### src/rtl/data_ram_pkg.sv
// Shared types and constants for the wait-stated data RAM.
// Holds the FSM encoding, default geometry and the latched-request layout.
package data_ram_pkg;

  localparam int DEPTH_LOG_DEF   = 5;
  localparam int WAIT_CYCLES_DEF = 2;
  localparam int BYTE_W          = 8;
  localparam int WORD_W          = 32;
  localparam int LANES           = WORD_W / BYTE_W;
  localparam int CNT_W           = 4;

  localparam logic [WORD_W-1:0] ZERO_WORD = '0;

  typedef enum logic [1:0] {
    ST_IDLE = 2'd0,
    ST_WAIT = 2'd1,
    ST_DONE = 2'd2
  } state_t;

  typedef struct packed {
    logic              re;
    logic              we;
    logic [LANES-1:0]  sel;
    logic [WORD_W-1:0] addr;
    logic [WORD_W-1:0] dat;
  } req_t;

endpackage

### src/rtl/byte_lane_ram.sv
// One 8-bit lane of the data RAM: synchronous write with enable, asynchronous read.
// Reads return the pre-write contents on the edge a write lands.
module byte_lane_ram
  import data_ram_pkg::*;
#(
  parameter int DEPTH_LOG = DEPTH_LOG_DEF
) (
  input  logic                 clk,
  input  logic                 we,
  input  logic [DEPTH_LOG-1:0] addr,
  input  logic [BYTE_W-1:0]    wdat,
  output logic [BYTE_W-1:0]    rdat
);

  logic [BYTE_W-1:0] mem [2**DEPTH_LOG];

  always_ff @(posedge clk) begin
    if (we) begin
      mem[addr] <= wdat;
    end
  end

  assign rdat = mem[addr];

endmodule

### src/rtl/data_ram_ws.sv
// Word RAM with WAIT_CYCLES wait states; ack pulses WAIT_CYCLES+2 cycles after a request, stall holds the CPU until then.
// DATA_RAM_ERR_EN flags accesses with address bits above the array instead of wrapping them.
module data_ram_ws
  import data_ram_pkg::*;
#(
  parameter int DEPTH_LOG   = DEPTH_LOG_DEF,
  parameter int WAIT_CYCLES = WAIT_CYCLES_DEF
) (
  input  logic              clk,
  input  logic              rst,
  input  logic              re,
  input  logic              we,
  input  logic [WORD_W-1:0] addr,
  input  logic [LANES-1:0]  sel,
  input  logic [WORD_W-1:0] storeData,
  output logic [WORD_W-1:0] loadData,
  output logic              ack,
  output logic              stall,
  output logic              err
);

  state_t               state_q, state_d;
  logic [CNT_W-1:0]     cnt_q;
  req_t                 req_q;
  logic                 accept, access, addr_err;
  logic [DEPTH_LOG-1:0] widx;
  logic [WORD_W-1:0]    rword;

  always_ff @(posedge clk) begin
    if (rst) begin
      state_q <= ST_IDLE;
    end else begin
      state_q <= state_d;
    end
  end

  always_comb begin
    state_d = state_q;
    accept  = 1'b0;
    access  = 1'b0;
    case (state_q)
      ST_IDLE: begin
        if (re | we) begin
          accept  = 1'b1;
          state_d = ST_WAIT;
        end
      end
      ST_WAIT: begin
        if (cnt_q == '0) begin
          access  = 1'b1;
          state_d = ST_DONE;
        end
      end
      ST_DONE: state_d = ST_IDLE;
      default: state_d = ST_IDLE;
    endcase
  end

  // The request is latched so it completes even if the CPU drops re/we.
  always_ff @(posedge clk) begin
    if (rst) begin
      cnt_q    <= '0;
      req_q    <= '0;
      loadData <= ZERO_WORD;
    end else begin
      if (accept) begin
        req_q <= '{re: re, we: we, sel: sel, addr: addr, dat: storeData};
        cnt_q <= CNT_W'(WAIT_CYCLES);
      end else if (state_q == ST_WAIT && cnt_q != '0) begin
        cnt_q <= cnt_q - 1'b1;
      end
      if (access) begin
        if (addr_err) begin
          loadData <= ZERO_WORD;
        end else if (req_q.re) begin
          loadData <= rword;
        end
      end
    end
  end

  assign widx  = req_q.addr[DEPTH_LOG+1:2];
  assign ack   = (state_q == ST_DONE);
  assign stall = (re | we) & ~ack;

`ifdef DATA_RAM_ERR_EN
  logic err_q;
  logic unused_addr;

  assign addr_err    = |req_q.addr[WORD_W-1:DEPTH_LOG+2];
  assign unused_addr = ^req_q.addr[1:0];

  always_ff @(posedge clk) begin
    if (rst) begin
      err_q <= 1'b0;
    end else if (access) begin
      err_q <= addr_err;
    end
  end

  assign err = ack & err_q;
`else
  logic unused_addr;

  assign addr_err    = 1'b0;
  assign unused_addr = ^{req_q.addr[WORD_W-1:DEPTH_LOG+2], req_q.addr[1:0]};
  assign err         = 1'b0;
`endif

  // A reset landing on the access edge must not commit the write.
  for (genvar n = 0; n < LANES; n++) begin : g_lane
    byte_lane_ram #(.DEPTH_LOG(DEPTH_LOG)) u_lane (
      .clk  (clk),
      .we   (access & req_q.we & req_q.sel[n] & ~addr_err & ~rst),
      .addr (widx),
      .wdat (req_q.dat[n*BYTE_W +: BYTE_W]),
      .rdat (rword[n*BYTE_W +: BYTE_W])
    );
  end

endmodule

### config.mk
export PLATFORM = sky130hd
export DESIGN_NAME = data_ram_ws
export DESIGN_NICKNAME = d
export VERILOG_FILES = /design/src/rtl/data_ram_pkg.sv /design/src/rtl/byte_lane_ram.sv /design/src/rtl/data_ram_ws.sv
export SDC_FILE = /design/constraint.sdc
export NUM_CORES = 1
export LEC_CHECK = 0
export CAP_MARGIN = 30
export CORE_ASPECT_RATIO = 1.25
export CORE_MARGIN = 4
export CORE_UTILIZATION = 40
export DETAILED_ROUTE_END_ITERATION = 8
export GPL_TIMING_DRIVEN = 0
export PLACE_DENSITY = 0.57
export SYNTH_ARGS = -nofsm -noshare
export SYNTH_HDL_FRONTEND = slang
export SYNTH_SLANG_ARGS = --single-unit
### constraint.sdc
create_clock -name clk -period 4.06 [get_ports clk]
set_clock_uncertainty 0.05 [all_clocks]
set_input_delay 0.812 -clock clk [delete_from_list [all_inputs] [get_ports clk]]
set_output_delay 0.812 -clock clk [all_outputs]
set_load 0.01 [all_outputs]
==> impl_metrics.ini, run 1 <==
[place]
io_buffers = 78
dp_slack_ns = -0.197
finalWeightedCongestion = 0.980
dp_cells = 3988
place_hpwl_um = 108000

[die]
rows = 133
fp.dieH_um = 373
core_area_um2 = 106000
die_width_um = 300
start_util_pct = 40.4
die_area_um2 = 112000
io-pin-count = 107

[routing]
dr.pass1.iters = 5
maxUsedRoutingLayer = met4
initialDrtViolationCount = 3302
met2_length_um = 70300
post_drt_wl_per_cell_um = 36.6
via_count = 25300
antenna_left = 0
dr_wl_met3_um = 15300
via_per_inst = 6.02
drc = 0
wl_met1_um = 57200
wl_um = 154000

[synthesis]
yosysSeqAreaShare_pct = 76.0
synth.distinct_cells = 58
synthArstFlopShare_pct = 0
synth_fp_nets = 2441
synth_top_cell_area_share_pct = 72.2
synth_simple_gate_area_share_pct = 4.36
ys_ff_latch = 1105
synthCells = 2368
synth_area_um2 = 42600
synth_adder_area_share_pct = 0.0294
synthFlopType = edfxtp_1
synth_compound_area_share_pct = 4.47
synth_most_common_cell = edfxtp_1
synth_commonest_cells = 1024 x edfxtp_1, 263 x mux2i_1, 161 x nand2_1
synthXorXnorAreaFrac_pct = 0.0617
ys_top_cells_by_area = edfxtp_1 72%, mux2i_1 6.2%, mux4_2 6.1%, dfxtp_1 3.8%, o22ai_1 1.6%
synthMuxAreaShare_pct = 12.9
yosysTopAreaCell = edfxtp_1
syn_area_per_cell_um2 = 18.0
synth_top_family_by_area = multiplexers
ys_warn_count = 0
synth_edf_count = 1024

[clocking]
clock_latency_ns = 0.71
clockRootBuffer = clkbuf_16
cts-buffers-inserted = 106
cts_sinks = 1105
path_clk_slew_ns = 0.06
h-tree-depth = 3
max-clock-path-buffers = 3
cts_tree = built
postCtsSetupBuffers = 0

[sta]
setup_slack_ns = 0.00256
fin_hold_ws_ns = 0.405
relSlewSlack_pct = 30.0
timing.setup.tns_ns = 0
fin_crit_ns = 4.06
finalCritPeriodShare_pct = 99.9
tightest_slew_ns = 1.05
final-hold-violation-count = 0
rsz0062_at_grt = no
final_max_slew_viol_count = 0
max_freq_mhz = 246
finalSetupViolCount = 0

[critical_path]
start_kind = register
worst-path-buf-inv = 5
crit_slowest_cell = nor2_1
cp.required_ns = 4.41
crit_family = simple AND/OR/NAND/NOR gates
worstPathCellList = buf_2 > buf_2 > and2_1 > buf_1 > buf_6 > nand2_1 > nor2_1 > buf_6
end_kind = register
critical_path_class = reg -> reg
arrival_ns = 4.40
max_stage_delay_ns = 0.77
cp_max_fo = 10

[hold_path]
hp-class = reg -> reg

[finish]
register_area_um2 = 32400
fillers = 8883
syn_to_final_growth_pct = 18.9
fin_cells = 4201
fin_nets = 2763
drive_above_1_share_pct = 19.4
multiInputGateArea_um2 = 9340

[global_routing]
grt_util_all_layers_pct = 27.1
grt_antenna_before_repair = 5
grt_pass1_vias = 24500
grt_pass1_wl_um = 205000
globalRoute.totalOverflow = 0
grt_max_degree = 34

[outcome]
status = complete, no violations

[job]
max-cap-violations = 0

[power_and_ir_drop]
powerDensity_nw_per_um2 = 497
peakVddDrop_mv = 0.357
leakage_nw = 16.0
## per-layer routing
layer  GRT usage, %  vias up
li1               -    10100
met1           34.6    13200
met2           42.1     1594
met3           6.30      384
met4           16.7        0
met5              0        -
## tightest hold or removal path: cells and delay by family (launching register included)
kind	cells	cell delay, ns
AO/OA/AOI/OAI	1	0.05
flip-flops	1	0.31
AND/OR/NAND/NOR	1	0.05
## sequential cells by signal, indices dropped and copies added (netlist names)
signal and flops:
cnt_q 4, g_lane.u_lane.mem 1024, loadData 32, req_q 43
state_q 2
## stage by stage
step	total power (W)	utilization [%]	cell area (um^2)
floorplan	0.0141	-	42600
global placement	0.0151	42.8	45100
detailed placement	0.0153	44.4	46900
CTS	0.0252	47.8	50400
global route	0.0258	48.0	50600
finish	0.0252	48.0	50600
## report_power, final
part	total, W	leakage [nW]	internal [W]	switching [W]
Clock	0.0100	1.73	0.00579	0.00422
Sequential	0.0127	10.0	0.0126	0.000124
Combinational	0.00240	4.29	0.000841	0.00156
Total	0.0252	16.0	0.0192	0.00591
## final cells by class
class	count	area share, %
repair buffers	214	5.36
plain buffers	142	1.76
flip-flops and latches	1105	63.9
multi-input cells	1116	18.4
clock inverters	52	1.08
well taps	1417	3.50
inverters	5	0.0371
diodes	5	0.0247
clock buffers	145	5.85
## cell families (layout without fill, tap and decap cells)
| group | Yosys count | in the layout |
|---|---|---|
| AO/OA/AOI/OAI | 295 | 295 |
| XOR/XNOR | 3 | 3 |
| adder cells (fa/ha/maj) | 1 | 1 |
| buffers and inverters | 147 | 558 |
| flip-flops | 1105 | 1105 |
| multiplexers | 398 | 398 |
| other | 1 | 6 |
| AND/OR/NAND/NOR | 418 | 418 |
## what timing repair did
action	4_1_cts	5_1_grt
hold buffers	0	0
endpoints found under the setup margin	44	17
gates resized for setup	5	3
## cell usage in the layout (no fill, tap or decap), types with 5 or more instances in the layout
cell type / Yosys / routed
bufinv_16: 0 / 11
buf_16: 0 / 29
buf_2: 27 / 27
buf_8: 2 / 24
clkdlybuf4s50_1: 0 / 78
clkbuf_8: 1 / 14
a31oi_1: 11 / 11
diode_2: 0 / 5
a22o_1: 14 / 14
a21oi_1: 66 / 66
clkbuf_16: 0 / 108
and2_1: 6 / 6
nor2b_1: 7 / 7
nor3_1: 12 / 10
nor4_1: 28 / 28
clkinv_1: 0 / 17
nor2_2: 1 / 8
mux2i_1: 263 / 263
buf_1: 5 / 5
edfxtp_1: 1024 / 1024
buf_6: 19 / 61
a22oi_1: 26 / 26
buf_4: 39 / 81
nand3_1: 6 / 6
a311oi_1: 16 / 16
a211oi_1: 8 / 8
clkbuf_1: 48 / 72
mux4_2: 115 / 115
dfxtp_1: 81 / 81
nand2_1: 161 / 161
a221oi_1: 6 / 6
o22ai_1: 109 / 109
nor2_1: 158 / 150
mux2_2: 17 / 17
o221a_2: 5 / 5
or4_1: 6 / 6
o21ai_0: 26 / 26
clkinv_2: 0 / 18
## worst paths after layout
check	startpoint	to	slack, ns	depth (start not counted)
setup / recovery	req_q[38]	g_lane[1].u_lane.mem[24][0]	0.003	8
hold / removal	req_q[65]	req_q[65]	0.41	2
hold reg to reg	req_q[65]	req_q[65]	0.41	2
setup reg to reg	req_q[38]	g_lane[1].u_lane.mem[24][0]	0.003	8
Power figures use the tool's default switching activity.
==> inputs of run 2 (changes only) <==
--- a/config.mk
+++ b/config.mk
@@ -11,7 +11,8 @@
 export CORE_UTILIZATION = 40
 export DETAILED_ROUTE_END_ITERATION = 8
 export GPL_TIMING_DRIVEN = 0
-export PLACE_DENSITY = 0.57
+export PLACE_DENSITY_LB_ADDON = 0.2
 export SYNTH_ARGS = -nofsm -noshare
 export SYNTH_HDL_FRONTEND = slang
 export SYNTH_SLANG_ARGS = --single-unit
+export TNS_END_PERCENT = 10
==> run 2 against run 1 <==
- sequential power barely moved
- highest routed layer is now met5
- utilization fell by 0.23 points
- largest power group unchanged
- non-clock buffer count grew 11
- maximum frequency is 3.4% lower
- global-route usage increased by 0.12 points
- routed wire length grew 0.86%
- critical path type unchanged
- flip-flop and latch count is the same
- the flow now finishes with violations (setup timing)
==> impl_metrics.ini, run 2 (synthesis results as in run 1) <==
[critical_path]
critical_path_class = reg -> reg
cp.required_ns = 4.39
crit_slowest_cell = nor2_1
worstPathCellList = buf_6 > buf_2 > nand2_1 > nor2_2 > buf_8 > buf_2 > nand2_1 > nor2_1 > buf_6
arrival_ns = 4.53
r2r_slack_ns = -0.14
start_kind = register
cp_max_fo = 10
end_kind = register
worstReg2RegStart = req_q[36]
worst_r2r_endpoint = g_lane[0].u_lane.mem[23][7]
reg2reg_depth = 9
max_stage_delay_ns = 0.67

[sta]
max_freq_mhz = 238
relSlewSlack_pct = 25.1
fin_crit_ns = 4.20
finalSetupViolCount = 29
setup_slack_ns = -0.140
final-hold-violation-count = 0
final_max_slew_viol_count = 0
tightest_slew_ns = 1.12
finalCritPeriodShare_pct = 103
rsz0062_at_grt = no

[power_and_ir_drop]
powerDensity_nw_per_um2 = 485
p_sw_w = 0.00590
swShare_pct = 24.1
leakage_nw = 15.9
peakVddDrop_mv = 0.322
cell_internal_pwr_w = 0.0185
power_frac_seq_pct = 52.2
power.share.clock_pct = 38.0
p_comb_share_pct = 9.8

[finish]
fillers = 8953
syn_to_final_growth_pct = 18.3
fin_nets = 2772
register_area_um2 = 32400
multiInputGateArea_um2 = 9330
drive_above_1_share_pct = 19.1
fin_cells = 4206
largest_reg_flops = 1024
design_area_um2 = 50400
layout_commonest_cell = edfxtp_1
most-common-layout-cells = 1024 x edfxtp_1, 263 x mux2i_1, 161 x nand2_1, 150 x nor2_1, 115 x mux4_2
reg_top3 = g_lane.u_lane.mem: 1024 flops, req_q: 43 flops, loadData: 32 flops
top_register = g_lane.u_lane.mem

[clocking]
cts-buffers-inserted = 104
cts_tree = built
postCtsSetupBuffers = 0
max-clock-path-buffers = 3
cts_sinks = 1105
path_clk_slew_ns = 0.07
clock_latency_ns = 0.70
h-tree-depth = 3
clockRootBuffer = clkbuf_16
cts_hold_buf = 0
cts_resized = 2

[routing]
via_count = 25300
antenna_left = 0
via_per_inst = 6.02
wl_um = 155000
dr.pass1.iters = 6
drc = 0
initialDrtViolationCount = 3794
post_drt_wl_per_cell_um = 36.9

[global_routing]
grt_max_degree = 34
grt_pass1_vias = 24700
grt_pass1_wl_um = 206000
grt_util_all_layers_pct = 27.2
grt_antenna_before_repair = 9
globalRoute.totalOverflow = 0

[place]
dp_cells = 4001
place_area_um2 = 47100
io_buffers = 78
finalWeightedCongestion = 1.00
place_hpwl_um = 108000

[die]
fp.dieH_um = 373
die_width_um = 300
die_area_um2 = 112000
rows = 133
core_area_um2 = 106000
start_util_pct = 40.4
io-pin-count = 107

[hold_path]
hold-path-cell-count = 2
hp-class = reg -> reg
min-delay-start = req_q[65]
holdPathEnd = req_q[65]

[outcome]
violations = setup timing
status = complete, but fails checks

[job]
max-cap-violations = 0
run 2: routing by layer:
layer | vias up | global-route usage (%) | wire length (um)
li1 | 10100 | - | -
met1 | 13200 | 35.7 | 58200
met3 | 372 | 6.37 | 16100
met4 | 4 | 14.5 | 10100
met5 | - | 0 | 24
met2 | 1642 | 42.3 | 70800
run 2: metrics by stage:
stage | power, W | worst slack [ns] | util (%) | hold WS (ns) | TNS [ns]
2_1_floorplan | 0.0141 | 1.71 | - | 0.382 | 0
5_1_grt | 0.0250 | 0.00297 | 47.7 | 0.435 | 0
3_3_place_gp | 0.0151 | -0.661 | 42.8 | 0.396 | -220.08
4_1_cts | 0.0244 | -0.00586 | 47.6 | 0.415 | -0.0323
3_5_place_dp | 0.0153 | -0.0142 | 44.6 | 0.406 | -0.109
6_report | 0.0244 | -0.140 | 47.8 | 0.413 | -1.86
run 2: power by group through the flow:
stage          combinational (W)  clock (W)  sequential [W]
2_1_floorplan            0.00102          0          0.0130
3_3_place_gp             0.00190          0          0.0132
3_5_place_dp             0.00230          0          0.0130
4_1_cts                  0.00231    0.00933          0.0128
5_1_grt                  0.00243    0.00980          0.0127
6_report                 0.00239    0.00928          0.0127
run 2: worst max path at each step:
stage	endpoint	cells past startpoint	from	slack, ns
detailed placement	g_lane[3].u_lane.mem[27][5]	6	req_q[38]	-0.01
finish	g_lane[0].u_lane.mem[23][7]	9	req_q[36]	-0.14
floorplan	g_lane[2].u_lane.mem[10][0]	4	rst	1.71
CTS	g_lane[0].u_lane.mem[25][6]	6	req_q[38]	-0.006
global route	g_lane[0].u_lane.mem[21][6]	9	req_q[36]	0.003
global placement	g_lane[1].u_lane.mem[29][0]	6	req_q[36]	-0.66
run 2: critical path, delay by kind of cell (launching register included):
family                 cells  cell delay [ns]
buffers and inverters      5             1.65
and+or+nand+nor            4             1.67
DFF                        1             0.49
run 2: area by class of cell:
class / instances / area share [%]
clock inverters: 52 / 0.743
clock buffers: 140 / 5.54
multi-input cells: 1116 / 18.5
well taps: 1417 / 3.52
inverters: 5 / 0.0373
plain buffers: 142 / 1.78
repair buffers: 225 / 5.59
flip-flops and latches: 1105 / 64.3
diodes: 4 / 0.0199
==> variant: new RTL, settings of run 1 <==
`WORD_W`: 32 -> 16.
--- a/src/rtl/data_ram_pkg.sv
+++ b/src/rtl/data_ram_pkg.sv
@@ -7,3 +7,3 @@
   localparam int BYTE_W          = 8;
-  localparam int WORD_W          = 32;
+  localparam int WORD_W          = 16;
   localparam int LANES           = WORD_W / BYTE_W;
Interface: changed (resized addr, loadData, sel and storeData); port bits go from 107 to 57. The function was not compared with the original's and may differ.
==> variant against run 1 <==
- wire length is 61% lower
- area after synthesis is 49% lower
- non-clock buffer count is 220 lower
- hold slack better by 25 ps
- via count is 53% lower
- setup slack better by 460 ps
- utilization is 0.92 points lower
- sequential cell count is 546 lower
- clock power is 51% lower
- total power is 50% lower
- combinational power is 55% lower
- design area is 50% lower
- sequential power is 49% lower
==> variant: results (changes against run 1) <==
{| class="wikitable"
! Metric !! Value
|-
| Result of the run || finished clean (unchanged)
|-
| Number of cells on the worst reg-to-reg path || 7 (was 8)
|-
| Antenna diodes || 0 (was 5)
|-
| Share of total power in combinational logic || 0.088 (was 0.095)
|-
| Pwr dens || 495 nW/um2 (was 497 nW/um2)
|-
| Met2 layer wire length in the routed design || 29700 um (was 70300 um)
|-
| Wire length of the first global-routing pass || 84800 um (was 205000 um)
|-
| GR Util met1 || 0.265 (was 0.346)
|-
| Layout cells sized above 1 || 0.171 (was 0.194)
|-
| Signal arrival time at the worst endpoint || 3770 ps (was 4400 ps)
|-
| R2R Setup Slk || 460 ps (was 3 ps)
|-
| Number of clock buffers in the layout || 61 (was 145)
|-
| Wire per inst || 28.3 um (was 36.6 um)
|-
| Area of combinational cells with multiple inputs || 4880 um2 (was 9340 um2)
|-
| Pin slew with the least headroom to its limit || 1040 ps (was 1050 ps)
|-
| Share of final layout cell area taken by clock buffers and inverters || 0.0687 (was 0.0693)
|-
| Number of DRC violations after detailed-routing iteration 0 || 1174 (was 3302)
|-
| Switching component of the power || 2.87 mW (was 5.91 mW)
|-
| Non-clock buffer share || 0.0546 (was 0.0712)
|-
| RR Endpoint || g_lane[1].u_lane.mem[31][1] (was g_lane[1].u_lane.mem[24][0])
|-
| Part of the power in the clock network || 0.395 (was 0.398)
|-
| Level count of the clock H-tree || 2 (was 3)
|-
| Worst hold slack after final layout || 431 ps (was 405 ps)
|-
| GRT Resource Usage Total || 0.205 (was 0.271)
|-
| Number of global-route vias before repair || 11777 (was 24533)
|-
| Fraction of met2 tracks used by global routing || 0.354 (was 0.421)
|-
| Number of gates resized after cts || 0 (was 5)
|-
| Antenna violations before repair || 0 (was 5)
|-
| Worst voltage drop across the vdd grid || 0.361 mV (was 0.357 mV)
|}
## variant: critical path, cell delays in order, from the launching register on
cell and delay [ps]:
dfxtp_1 410, buf_6 170, buf_6 230, buf_6 270
buf_4 280, and2_1 260, nand4_1 530, nor2_1 980
## variant: worst max path at each step
stage / startpoint / endpoint / slack, ps / depth (start not counted)
after floorplan: cnt_q[0] / g_lane[1].u_lane.mem[20][0] / 1730 / 7
after global placement: rst / g_lane[1].u_lane.mem[2][2] / 260 / 4
after detailed placement: rst / g_lane[1].u_lane.mem[18][6] / 290 / 4
after CTS: req_q[18] / g_lane[1].u_lane.mem[27][6] / 490 / 7
after global routing: req_q[18] / g_lane[1].u_lane.mem[3][3] / 370 / 7
final: req_q[18] / g_lane[1].u_lane.mem[31][1] / 460 / 7
## variant: cells by family after synthesis
kind of cell | synth area share
adders and majority gates | 0.000579
buffers and inverters | 0.0195
muxes | 0.128
other | 0.000173
DFF | 0.755
xor gates and xnor gates | 0.00122
AOI/OAI and AO/OA | 0.0443
and+or+nand+nor | 0.0517
